### src/rtl/dense_acc_array_pkg.sv
// Shared types and elaboration helpers for the dense-layer accumulator.
package dense_pkg;

  // Frame life cycle: wait for start, accumulate, round/saturate, hand out results.
  typedef enum logic [1:0] {
    IDLE  = 2'd0,
    ACCUM = 2'd1,
    FINAL = 2'd2,
    DRAIN = 2'd3
  } dense_state_e;

  // Smallest accumulator that holds N_IN full-width products plus the shifted bias.
  function automatic int min_acc_w(input int data_w, input int n_in);
    return 2 * data_w + $clog2(n_in) + 1;
  endfunction

  // Neuron index width; a single neuron still needs one bit of port.
  function automatic int idx_width(input int n_out);
    return (n_out > 1) ? $clog2(n_out) : 1;
  endfunction

  // Saturation limits of a signed data_w-bit result.
  function automatic longint sat_hi(input int data_w);
    return (longint'(1) <<< (data_w - 1)) - 1;
  endfunction

  function automatic longint sat_lo(input int data_w);
    return -(longint'(1) <<< (data_w - 1));
  endfunction

endpackage

### src/rtl/dense_acc_array_if.sv
// Sample stream in, neuron results out, for the dense-layer accumulator.
interface dense_acc_array_if
  import dense_pkg::*;
#(
  parameter int DATA_W = 16,
  parameter int N_OUT  = 4
);
  localparam int IDX_W = idx_width(N_OUT);

  logic                       ena;
  logic                       frame_start_in;
  logic                       frame_end_in;
  logic signed [DATA_W-1:0]   dense_input;
  logic [N_OUT*DATA_W-1:0]    weight_in;
  logic [N_OUT*DATA_W-1:0]    bias_in;
  logic                       in_ready;
  logic signed [DATA_W-1:0]   dense_sum_out;
  logic [IDX_W-1:0]           out_idx;
  logic                       valid;
  logic                       out_ready;
  logic                       len_err;

  // Accumulator side.
  modport slave (
    input  ena, frame_start_in, frame_end_in, dense_input, weight_in, bias_in, out_ready,
    output in_ready, dense_sum_out, out_idx, valid, len_err
  );

  // Producer / consumer side.
  modport master (
    output ena, frame_start_in, frame_end_in, dense_input, weight_in, bias_in, out_ready,
    input  in_ready, dense_sum_out, out_idx, valid, len_err
  );
endinterface

### src/rtl/dense_acc_array_round_sat.sv
// Round-half-up, scale back to data format, saturate and optionally rectify one neuron sum.
module dense_round_sat
  import dense_pkg::*;
#(
  parameter int ACC_W  = 40,
  parameter int DATA_W = 16,
  parameter int FRAC_W = 8,
  parameter int RELU   = 1
) (
  input  logic signed [ACC_W-1:0]  acc_i,
  output logic signed [DATA_W-1:0] res_o
);
  localparam logic signed [ACC_W-1:0] RND    = ACC_W'(longint'(1) <<< (FRAC_W - 1));
  localparam logic signed [ACC_W-1:0] SAT_HI = ACC_W'(sat_hi(DATA_W));
  localparam logic signed [ACC_W-1:0] SAT_LO = ACC_W'(sat_lo(DATA_W));

  logic signed [ACC_W-1:0] biased;
  logic signed [ACC_W-1:0] shifted;

  // Round, shift out fraction bits, clamp to data range, then apply ReLU.
  always_comb begin
    biased  = acc_i + RND;
    shifted = biased >>> FRAC_W;
    if (shifted > SAT_HI) begin
      res_o = SAT_HI[DATA_W-1:0];
    end else if (shifted < SAT_LO) begin
      res_o = SAT_LO[DATA_W-1:0];
    end else begin
      res_o = shifted[DATA_W-1:0];
    end
    if ((RELU != 0) && res_o[DATA_W-1]) begin
      res_o = '0;
    end
  end
endmodule

### src/rtl/dense_acc_array.sv
// Dense-layer accumulator: N_OUT parallel neuron sums over a serial sample frame,
// drained one neuron per handshake.
module dense_acc_array
  import dense_pkg::*;
#(
  parameter int DATA_W = 16,
  parameter int FRAC_W = 8,
  parameter int N_IN   = 64,
  parameter int N_OUT  = 4,
  parameter int ACC_W  = 40,
  parameter int RELU   = 1
) (
  input  logic             clk,
  input  logic             rst_n,
  dense_acc_array_if.slave bus
);
  localparam int IDX_W = idx_width(N_OUT);
  localparam int CNT_W = $clog2(N_IN + 2);
  localparam logic [CNT_W-1:0] CNT_ONE  = CNT_W'(1);
  localparam logic [CNT_W-1:0] CNT_FULL = CNT_W'(N_IN);
  localparam logic [CNT_W-1:0] CNT_MAX  = CNT_W'(N_IN + 1);
  localparam logic [IDX_W-1:0] IDX_ONE  = IDX_W'(1);
  localparam logic [IDX_W-1:0] IDX_LAST = IDX_W'(N_OUT - 1);

  if (ACC_W < min_acc_w(DATA_W, N_IN)) begin : g_acc_w_check
    $error("dense_acc_array: ACC_W is too narrow for DATA_W and N_IN");
  end
  if (FRAC_W < 1) begin : g_frac_w_check
    $error("dense_acc_array: FRAC_W must be at least 1");
  end

  dense_state_e             state_q, state_d;
  logic signed [ACC_W-1:0]  acc_q [N_OUT];
  logic signed [ACC_W-1:0]  acc_d [N_OUT];
  logic signed [DATA_W-1:0] res_q [N_OUT];
  logic signed [DATA_W-1:0] res_d [N_OUT];
  logic signed [DATA_W-1:0] rs_out [N_OUT];
  logic signed [ACC_W-1:0]  prod_ext [N_OUT];
  logic signed [ACC_W-1:0]  bias_ext [N_OUT];
  logic [CNT_W-1:0]         cnt_q, cnt_d;
  logic [IDX_W-1:0]         idx_q, idx_d;
  logic signed [DATA_W-1:0] x;
  logic                     accepting;
  logic                     accept;

  assign x = bus.dense_input;

  for (genvar j = 0; j < N_OUT; j++) begin : g_neuron
    logic signed [DATA_W-1:0]   w_j;
    logic signed [DATA_W-1:0]   b_j;
    logic signed [2*DATA_W-1:0] prod_j;

    assign w_j    = bus.weight_in[j*DATA_W +: DATA_W];
    assign b_j    = bus.bias_in[j*DATA_W +: DATA_W];
    assign prod_j = x * w_j;
    // Product sign-extended; bias moved into the product's fixed-point scale.
    assign prod_ext[j] = {{(ACC_W-2*DATA_W){prod_j[2*DATA_W-1]}}, prod_j};
    assign bias_ext[j] = {{(ACC_W-DATA_W-FRAC_W){b_j[DATA_W-1]}}, b_j, {FRAC_W{1'b0}}};

    dense_round_sat #(
      .ACC_W  (ACC_W),
      .DATA_W (DATA_W),
      .FRAC_W (FRAC_W),
      .RELU   (RELU)
    ) u_round_sat (
      .acc_i (acc_q[j]),
      .res_o (rs_out[j])
    );
  end

  // Samples are taken only while collecting a frame; held off during reset.
  always_comb begin
    accepting    = (state_q == IDLE) || (state_q == ACCUM);
    accept       = accepting && bus.ena;
    bus.in_ready = rst_n && accepting;
  end

  // Result port: only meaningful in DRAIN, zero otherwise.
  always_comb begin
    bus.valid         = (state_q == DRAIN);
    bus.out_idx       = idx_q;
    bus.dense_sum_out = (state_q == DRAIN) ? res_q[idx_q] : '0;
    bus.len_err       = (state_q == FINAL) && (cnt_q != CNT_FULL);
  end

  // Next-state, accumulation, result capture and drain indexing.
  always_comb begin
    state_d = state_q;
    cnt_d   = cnt_q;
    idx_d   = idx_q;
    for (int j = 0; j < N_OUT; j++) begin
      acc_d[j] = acc_q[j];
      res_d[j] = res_q[j];
    end
    case (state_q)
      IDLE: begin
        if (accept && bus.frame_start_in) begin
          for (int j = 0; j < N_OUT; j++) acc_d[j] = bias_ext[j] + prod_ext[j];
          cnt_d   = CNT_ONE;
          state_d = bus.frame_end_in ? FINAL : ACCUM;
        end
      end
      ACCUM: begin
        if (accept) begin
          if (bus.frame_start_in) begin
            for (int j = 0; j < N_OUT; j++) acc_d[j] = bias_ext[j] + prod_ext[j];
            cnt_d = CNT_ONE;
          end else begin
            for (int j = 0; j < N_OUT; j++) acc_d[j] = acc_q[j] + prod_ext[j];
            if (cnt_q != CNT_MAX) cnt_d = cnt_q + CNT_ONE;
          end
          if (bus.frame_end_in) state_d = FINAL;
        end
      end
      FINAL: begin
        for (int j = 0; j < N_OUT; j++) res_d[j] = rs_out[j];
        idx_d   = '0;
        state_d = DRAIN;
      end
      DRAIN: begin
        if (bus.out_ready) begin
          if (idx_q == IDX_LAST) begin
            idx_d   = '0;
            state_d = IDLE;
          end else begin
            idx_d = idx_q + IDX_ONE;
          end
        end
      end
      default: state_d = IDLE;
    endcase
  end

  // State and datapath registers; reset discards any frame in flight.
  always_ff @(posedge clk or negedge rst_n) begin
    if (!rst_n) begin
      state_q <= IDLE;
      cnt_q   <= '0;
      idx_q   <= '0;
      for (int j = 0; j < N_OUT; j++) begin
        acc_q[j] <= '0;
        res_q[j] <= '0;
      end
    end else begin
      state_q <= state_d;
      cnt_q   <= cnt_d;
      idx_q   <= idx_d;
      for (int j = 0; j < N_OUT; j++) begin
        acc_q[j] <= acc_d[j];
        res_q[j] <= res_d[j];
      end
    end
  end
endmodule

### src/flat_wrapper.sv
// flat-port wrapper written by rule: the top's interface ports become plain ports
module dense_acc_array_flat import dense_pkg::*;
#(
  parameter int DATA_W = 16,
  parameter int FRAC_W = 8,
  parameter int N_IN   = 64,
  parameter int N_OUT  = 4,
  parameter int ACC_W  = 40,
  parameter int RELU   = 1
)
  (clk, rst_n, bus_ena, bus_frame_start_in, bus_frame_end_in, bus_dense_input, bus_weight_in, bus_bias_in, bus_out_ready, bus_in_ready, bus_dense_sum_out, bus_out_idx, bus_valid, bus_len_err);
  dense_acc_array_if #(.DATA_W(DATA_W), .N_OUT(N_OUT)) bus_i ();
  input  logic clk;
  input  logic rst_n;
  input wire logic [$bits(bus_i.ena)-1:0] bus_ena;
  input wire logic [$bits(bus_i.frame_start_in)-1:0] bus_frame_start_in;
  input wire logic [$bits(bus_i.frame_end_in)-1:0] bus_frame_end_in;
  input wire logic [$bits(bus_i.dense_input)-1:0] bus_dense_input;
  input wire logic [$bits(bus_i.weight_in)-1:0] bus_weight_in;
  input wire logic [$bits(bus_i.bias_in)-1:0] bus_bias_in;
  input wire logic [$bits(bus_i.out_ready)-1:0] bus_out_ready;
  output wire logic [$bits(bus_i.in_ready)-1:0] bus_in_ready;
  output wire logic [$bits(bus_i.dense_sum_out)-1:0] bus_dense_sum_out;
  output wire logic [$bits(bus_i.out_idx)-1:0] bus_out_idx;
  output wire logic [$bits(bus_i.valid)-1:0] bus_valid;
  output wire logic [$bits(bus_i.len_err)-1:0] bus_len_err;
  assign bus_i.ena = bus_ena;
  assign bus_i.frame_start_in = bus_frame_start_in;
  assign bus_i.frame_end_in = bus_frame_end_in;
  assign bus_i.dense_input = bus_dense_input;
  assign bus_i.weight_in = bus_weight_in;
  assign bus_i.bias_in = bus_bias_in;
  assign bus_i.out_ready = bus_out_ready;
  assign bus_in_ready = bus_i.in_ready;
  assign bus_dense_sum_out = bus_i.dense_sum_out;
  assign bus_out_idx = bus_i.out_idx;
  assign bus_valid = bus_i.valid;
  assign bus_len_err = bus_i.len_err;
  dense_acc_array #(.DATA_W(DATA_W), .FRAC_W(FRAC_W), .N_IN(N_IN), .N_OUT(N_OUT), .ACC_W(ACC_W), .RELU(RELU)) u_core (.clk(clk), .rst_n(rst_n), .bus(bus_i));
endmodule
### config.mk
export PLATFORM = sky130hd
export DESIGN_NAME = dense_acc_array_flat
export DESIGN_NICKNAME = d
export VERILOG_FILES = /design/src/rtl/dense_acc_array_pkg.sv /design/src/rtl/dense_acc_array_if.sv /design/src/rtl/dense_acc_array_round_sat.sv /design/src/rtl/dense_acc_array.sv /design/src/flat_wrapper.sv
export SDC_FILE = /design/constraint.sdc
export NUM_CORES = 2
export LEC_CHECK = 0
export BUFFER_PORTS_ARGS = -buffer_cell sky130_fd_sc_hd__buf_2
export CAP_MARGIN = 20
export CORE_MARGIN = 10
export CORE_UTILIZATION = 67
export DETAILED_ROUTE_END_ITERATION = 10
export HOLD_SLACK_MARGIN = 0.08
export PLACE_DENSITY = 0.85
export RECOVER_POWER = 50
export SYNTH_ARGS = -nofsm -noshare
export SYNTH_HDL_FRONTEND = slang
export SYNTH_SLANG_ARGS = --single-unit
### constraint.sdc
create_clock -name clk -period 7.1 [get_ports clk]
set_input_delay 1.42 -clock clk [delete_from_list [all_inputs] [get_ports clk]]
set_output_delay 1.42 -clock clk [all_outputs]
set_load 0.005 [all_outputs]
==> flow_summary.toml, run 1 <==
[yosys]
synthCells = 7414
synthArstFlopShare = 1.00
yosysTopAreaCell = "fa_1"
yosys_warnings = 0
synth.avg_cell_area_um2 = 8.65
synth_edf_count = 0
synthTopCellsByArea = "fa_1 33%, ha_1 12%, dfrtp_1 9.0%, inv_1 7.1%, and2_1 5.3%"
synth_top_area_share = 0.330
ys_seq_elements = 231
synth_area_mm2 = 0.0641
ys_seq_area_frac = 0.0902
ys_types = 108
synth-main-ff-cell = "dfrtp_1"
synthesis.nets = 9226

[clock_tree]
hold_buffers = 0
cts_max_level = 1
numCtsBuffers = 27
cts_buffer_depth = 3
clockRootBuffer = "clkbuf_16"
cts.sinks = 231

[outcome]
lastStage = "5_1_grt"
error = "[ERROR GRT-0232] Routing congestion too high. Check the congestion heatmap in the GUI."
status = "stopped before the end"

[global_route]
grt.overflow.total = 210
gr-usage-all-layers = 0.730
grt_max_degree = 159

[floorplan]
start_util = 0.675
num_rows = 113
io_pins = 171
die_x_um = 329
die_h_um = 329

[place]
dp_slack_ns = -2.60
dp_hpwl_mm = 177
gp_congestion = 1.02
place.port_buffers = 169

[timing]
grt-worst-endpoint = "u_core.acc_q[159]$_DFFE_PN0P_/D"
worst_endpoint_kind = "register input"
==> metrics by stage <==
step,cells,hold slack [ns],area [µm²],util,setup TNS (ns)
2_1_floorplan,7414,0.444,66200,-,-103.44
3_3_place_gp,9910,0.454,77500,0.816,-190.71
3_5_place_dp,9910,0.462,77500,0.816,-218.48
4_1_cts,10120,0.478,83600,0.880,-121.91
==> cell usage after synthesis, drive strengths merged (44+ instances only) <==
master  count
clkbuf    271
a21o      177
nor3       73
o21ai     293
nand2b     62
nand3      99
nor2      381
xor2      142
a31oi      59
nand2     777
o21a       63
nand4      52
fa       1056
inv      1216
and2      546
nor2b      44
a21oi     404
xnor2     279
o21bai     56
a211oi     49
and3       57
ha        606
dfrtp     231
==> per-layer routing <==
| metal | GRT usage | GRT overflow |
|---|---|---|
| met4 | 0.741 | 78 |
| met3 | 0.638 | 3 |
| met5 | 0.404 | 0 |
| met2 | 0.877 | 129 |
| met1 | 0.688 | 0 |
==> what timing repair did <==
| action | 4_1_cts |
|---|---|
| buffers inserted | 160 |
| cloned | 11 |
| gates resized for setup | 736 |
| pin swaps | 398 |
| endpoints found under the setup margin | 113 |
==> cells by family after synthesis <==
kind of cell | count (synthesis) | share of synthesized area
DFF | 231 | 0.0902
buffers and inverters | 1500 | 0.0882
xor gates and xnor gates | 421 | 0.0575
AOI/OAI and AO/OA | 1346 | 0.135
muxes | 37 | 0.00880
adders and majority gates | 1662 | 0.448
other | 1 | 0.0000585
and+or+nand+nor | 2216 | 0.172
==> run 2: changes to the inputs <==
--- a/config.mk
+++ b/config.mk
@@ -8,10 +8,9 @@
 export BUFFER_PORTS_ARGS = -buffer_cell sky130_fd_sc_hd__buf_2
 export CAP_MARGIN = 20
 export CORE_MARGIN = 10
-export CORE_UTILIZATION = 67
+export CORE_UTILIZATION = 40
 export DETAILED_ROUTE_END_ITERATION = 10
-export HOLD_SLACK_MARGIN = 0.08
-export PLACE_DENSITY = 0.85
+export PLACE_DENSITY_LB_ADDON = 0.15
 export RECOVER_POWER = 50
 export SYNTH_ARGS = -nofsm -noshare
 export SYNTH_HDL_FRONTEND = slang
==> run 2 against run 1 <==
Net effect:
- synthesized cell count did not move
- the flow now finishes, with violations (capacitance limit, slew limit, setup timing)
- area after synthesis did not move
==> flow_summary.toml, run 2 <==
[outcome]
status = "finished, violations left"
violations = "capacitance limit, slew limit, setup timing"

[floorplan]
core-area_mm2 = 0.159
die_area_mm2 = 0.177
die_x_um = 420
die_h_um = 420
start_util = 0.403
num_rows = 146
io_pins = 171

[clock_tree]
cts_max_level = 1
cts_buffer_depth = 3
hold_buffers = 0
clockRootBuffer = "clkbuf_16"
cts.sinks = 231
clkLatencyLatePin_ns = 0.63
tritoncts = "yes"
clkTransAtPathRegs_ns = 0.07
numCtsBuffers = 28

[place]
dp_hpwl_mm = 179
place.port_buffers = 169
gp_congestion = 0.927

[global_route]
grt_pass1_wl_mm = 335
grt.overflow.total = 0
grt_max_degree = 177
antenna_found_initial = 21
grt_pass1_vias = 60836
gr-usage-all-layers = 0.239

[yosys]
synthArstFlopShare = 1.00
synth-main-ff-cell = "dfrtp_1"
ys_types = 108
synth_top_area_share = 0.330
synthTopCellsByCount = "1215 x inv_1, 1056 x fa_1, 776 x nand2_1"
ys_seq_area_frac = 0.0902
synthesis.nets = 9226
synth_edf_count = 0
synthTopCellsByArea = "fa_1 33%, ha_1 12%, dfrtp_1 9.0%, inv_1 7.1%, and2_1 5.3%"
synth_area_mm2 = 0.0641
yosys_warnings = 0
yosysTopAreaCell = "fa_1"
ys_seq_elements = 231
synthCells = 7414
synth.avg_cell_area_um2 = 8.65
synth_most_common_cell = "inv_1"

[cells_and_area]
num-fill-cells = 14732
mostFrequentLayoutCell = "buf_4"
largest_reg_flops = 160
mostFrequentLayoutCells = "1422 x buf_4, 1179 x inv_1, 1023 x fa_1, 752 x nand2_1, 503 x ha_1"
drive_gt1_frac = 0.291
layout.nets = 10734
area_growth_pct = 33.7
regMostFlops = "u_core.acc_q"
top_regs = "u_core.acc_q (160), u_core.res_q (60), u_core.cnt_q (7)"
postLayoutCoreUtil = 0.539

[worst_hold_path]
hold_path_class = "reg2reg"
holdPathStages = 1

[critical_path]
endpoint_kind = "register"
path_buf_inv = 9
slowest_delay_ns = 0.58
reg2reg_slack_ns = 2.57
slowest_stage = "fa_1"
arrival_ns = 9.42
crit_path_start_kind = "input pin"
worst_path_most_repeated_cell = "fa_1"
required_ns = 7.65
critical_path_depth = 35
path_class = "in2reg"
cp_max_fo = 7
critical_path.endpoint = "u_core.acc_q[115]$_DFFE_PN0P_"
r2r.worst_path.cells = 7
r2r_start = "u_core.state_q[1]$_DFFE_PN0P_"
startpoint = "bus_dense_input[5]"
cp_top_family = "adder cells"
r2r_end = "u_core.acc_q[36]$_DFFE_PN0P_"

[timing]
fin_crit_ns = 8.87
min_period_over_period = 1.25
hold_viol = 0
fmax_mhz = 113
setup_ws_ns = -1.77
rsz0062_at_grt = "yes"
worstMarginPinSlew_ns = 3.18
setup_viol = 113
relSlewSlack = -1.12
drv_slew = 278
fin_skew_ns = 0.0353

[route]
drc = 0
ant_nets = 0
viasPerCell = 5.21
routed_wl_mm = 217
firstDrtPassIters = 6
wl_per_cell_um = 19.7
drtIter0Drc = 2731
vias = 57401

[run]
cap_violations = 4
## run 2: cell counts after synthesis
No cell type changed its count.
## run 2: metal layers
layer  routed length [µm]  GRT usage
met2               113000      0.440
met4                10100     0.0914
met1                87000      0.287
met5                   69          0
met3                 7040     0.0188
## run 2: per-stage QoR
step	hold WS (ns)	setup TNS [ns]	area, µm²	setup WS (ns)	std cells
after detailed placement	0.461	-220.52	79100	-2.58	10788
after global routing	0.489	-157.31	85700	-2.02	11020
after CTS	0.476	-121.68	82900	-1.73	10938
after global placement	0.457	-216.42	79100	-2.60	10788
final	0.477	-129.23	85700	-1.77	11023
after floorplan	0.444	-103.44	66200	-1.78	7414
## run 2: cells by family after synthesis
group | count (synthesis) | share of synthesized area
muxes | 37 | 0.00880
AOI/OAI and AO/OA | 1346 | 0.135
other | 1 | 0.0000585
adders and majority gates | 1662 | 0.448
DFF | 231 | 0.0902
and+or+nand+nor | 2216 | 0.172
xor gates and xnor gates | 421 | 0.0575
buffers and inverters | 1500 | 0.0882
## run 2: final cells by class
cell class | instances | area [µm²] | area share
Clock buffer | 34 | 753 | 0.00879
Multi-Input combinational cell | 5683 | 57500 | 0.671
Inverter | 1216 | 4560 | 0.0532
Sequential cell | 231 | 5780 | 0.0674
Tap cell | 2072 | 2590 | 0.0302
Clock inverter | 17 | 255 | 0.00298
Antenna cell | 8 | 20.0 | 0.000234
Timing Repair Buffer | 1762 | 14300 | 0.167
## run 2: worst min path at each step
stage | startpoint | endpoint | slack (ns)
after floorplan | u_core.res_q[17]$_DFFE_PN0P_ | u_core.res_q[17]$_DFFE_PN0P_ | 0.44
after global placement | u_core.res_q[4]$_DFFE_PN0P_ | u_core.res_q[4]$_DFFE_PN0P_ | 0.46
after detailed placement | u_core.res_q[22]$_DFFE_PN0P_ | u_core.res_q[22]$_DFFE_PN0P_ | 0.46
after CTS | u_core.res_q[22]$_DFFE_PN0P_ | u_core.res_q[22]$_DFFE_PN0P_ | 0.48
after global routing | u_core.res_q[17]$_DFFE_PN0P_ | u_core.res_q[17]$_DFFE_PN0P_ | 0.49
final | u_core.res_q[36]$_DFFE_PN0P_ | u_core.res_q[36]$_DFFE_PN0P_ | 0.48
## run 2: what timing repair did
| item | in CTS | in global routing |
|---|---|---|
| gates resized for setup | 362 | 436 |
| buffers inserted | 99 | 86 |
| hold endpoints to repair | 0 | 0 |
| endpoints found under the setup margin | 116 | 118 |
| gates cloned | 4 | 7 |
| pin swaps | 245 | 311 |
Power of run 2 is not shown: default switching activity piles up to over one toggle a cycle in this logic, so the estimate is an artifact.
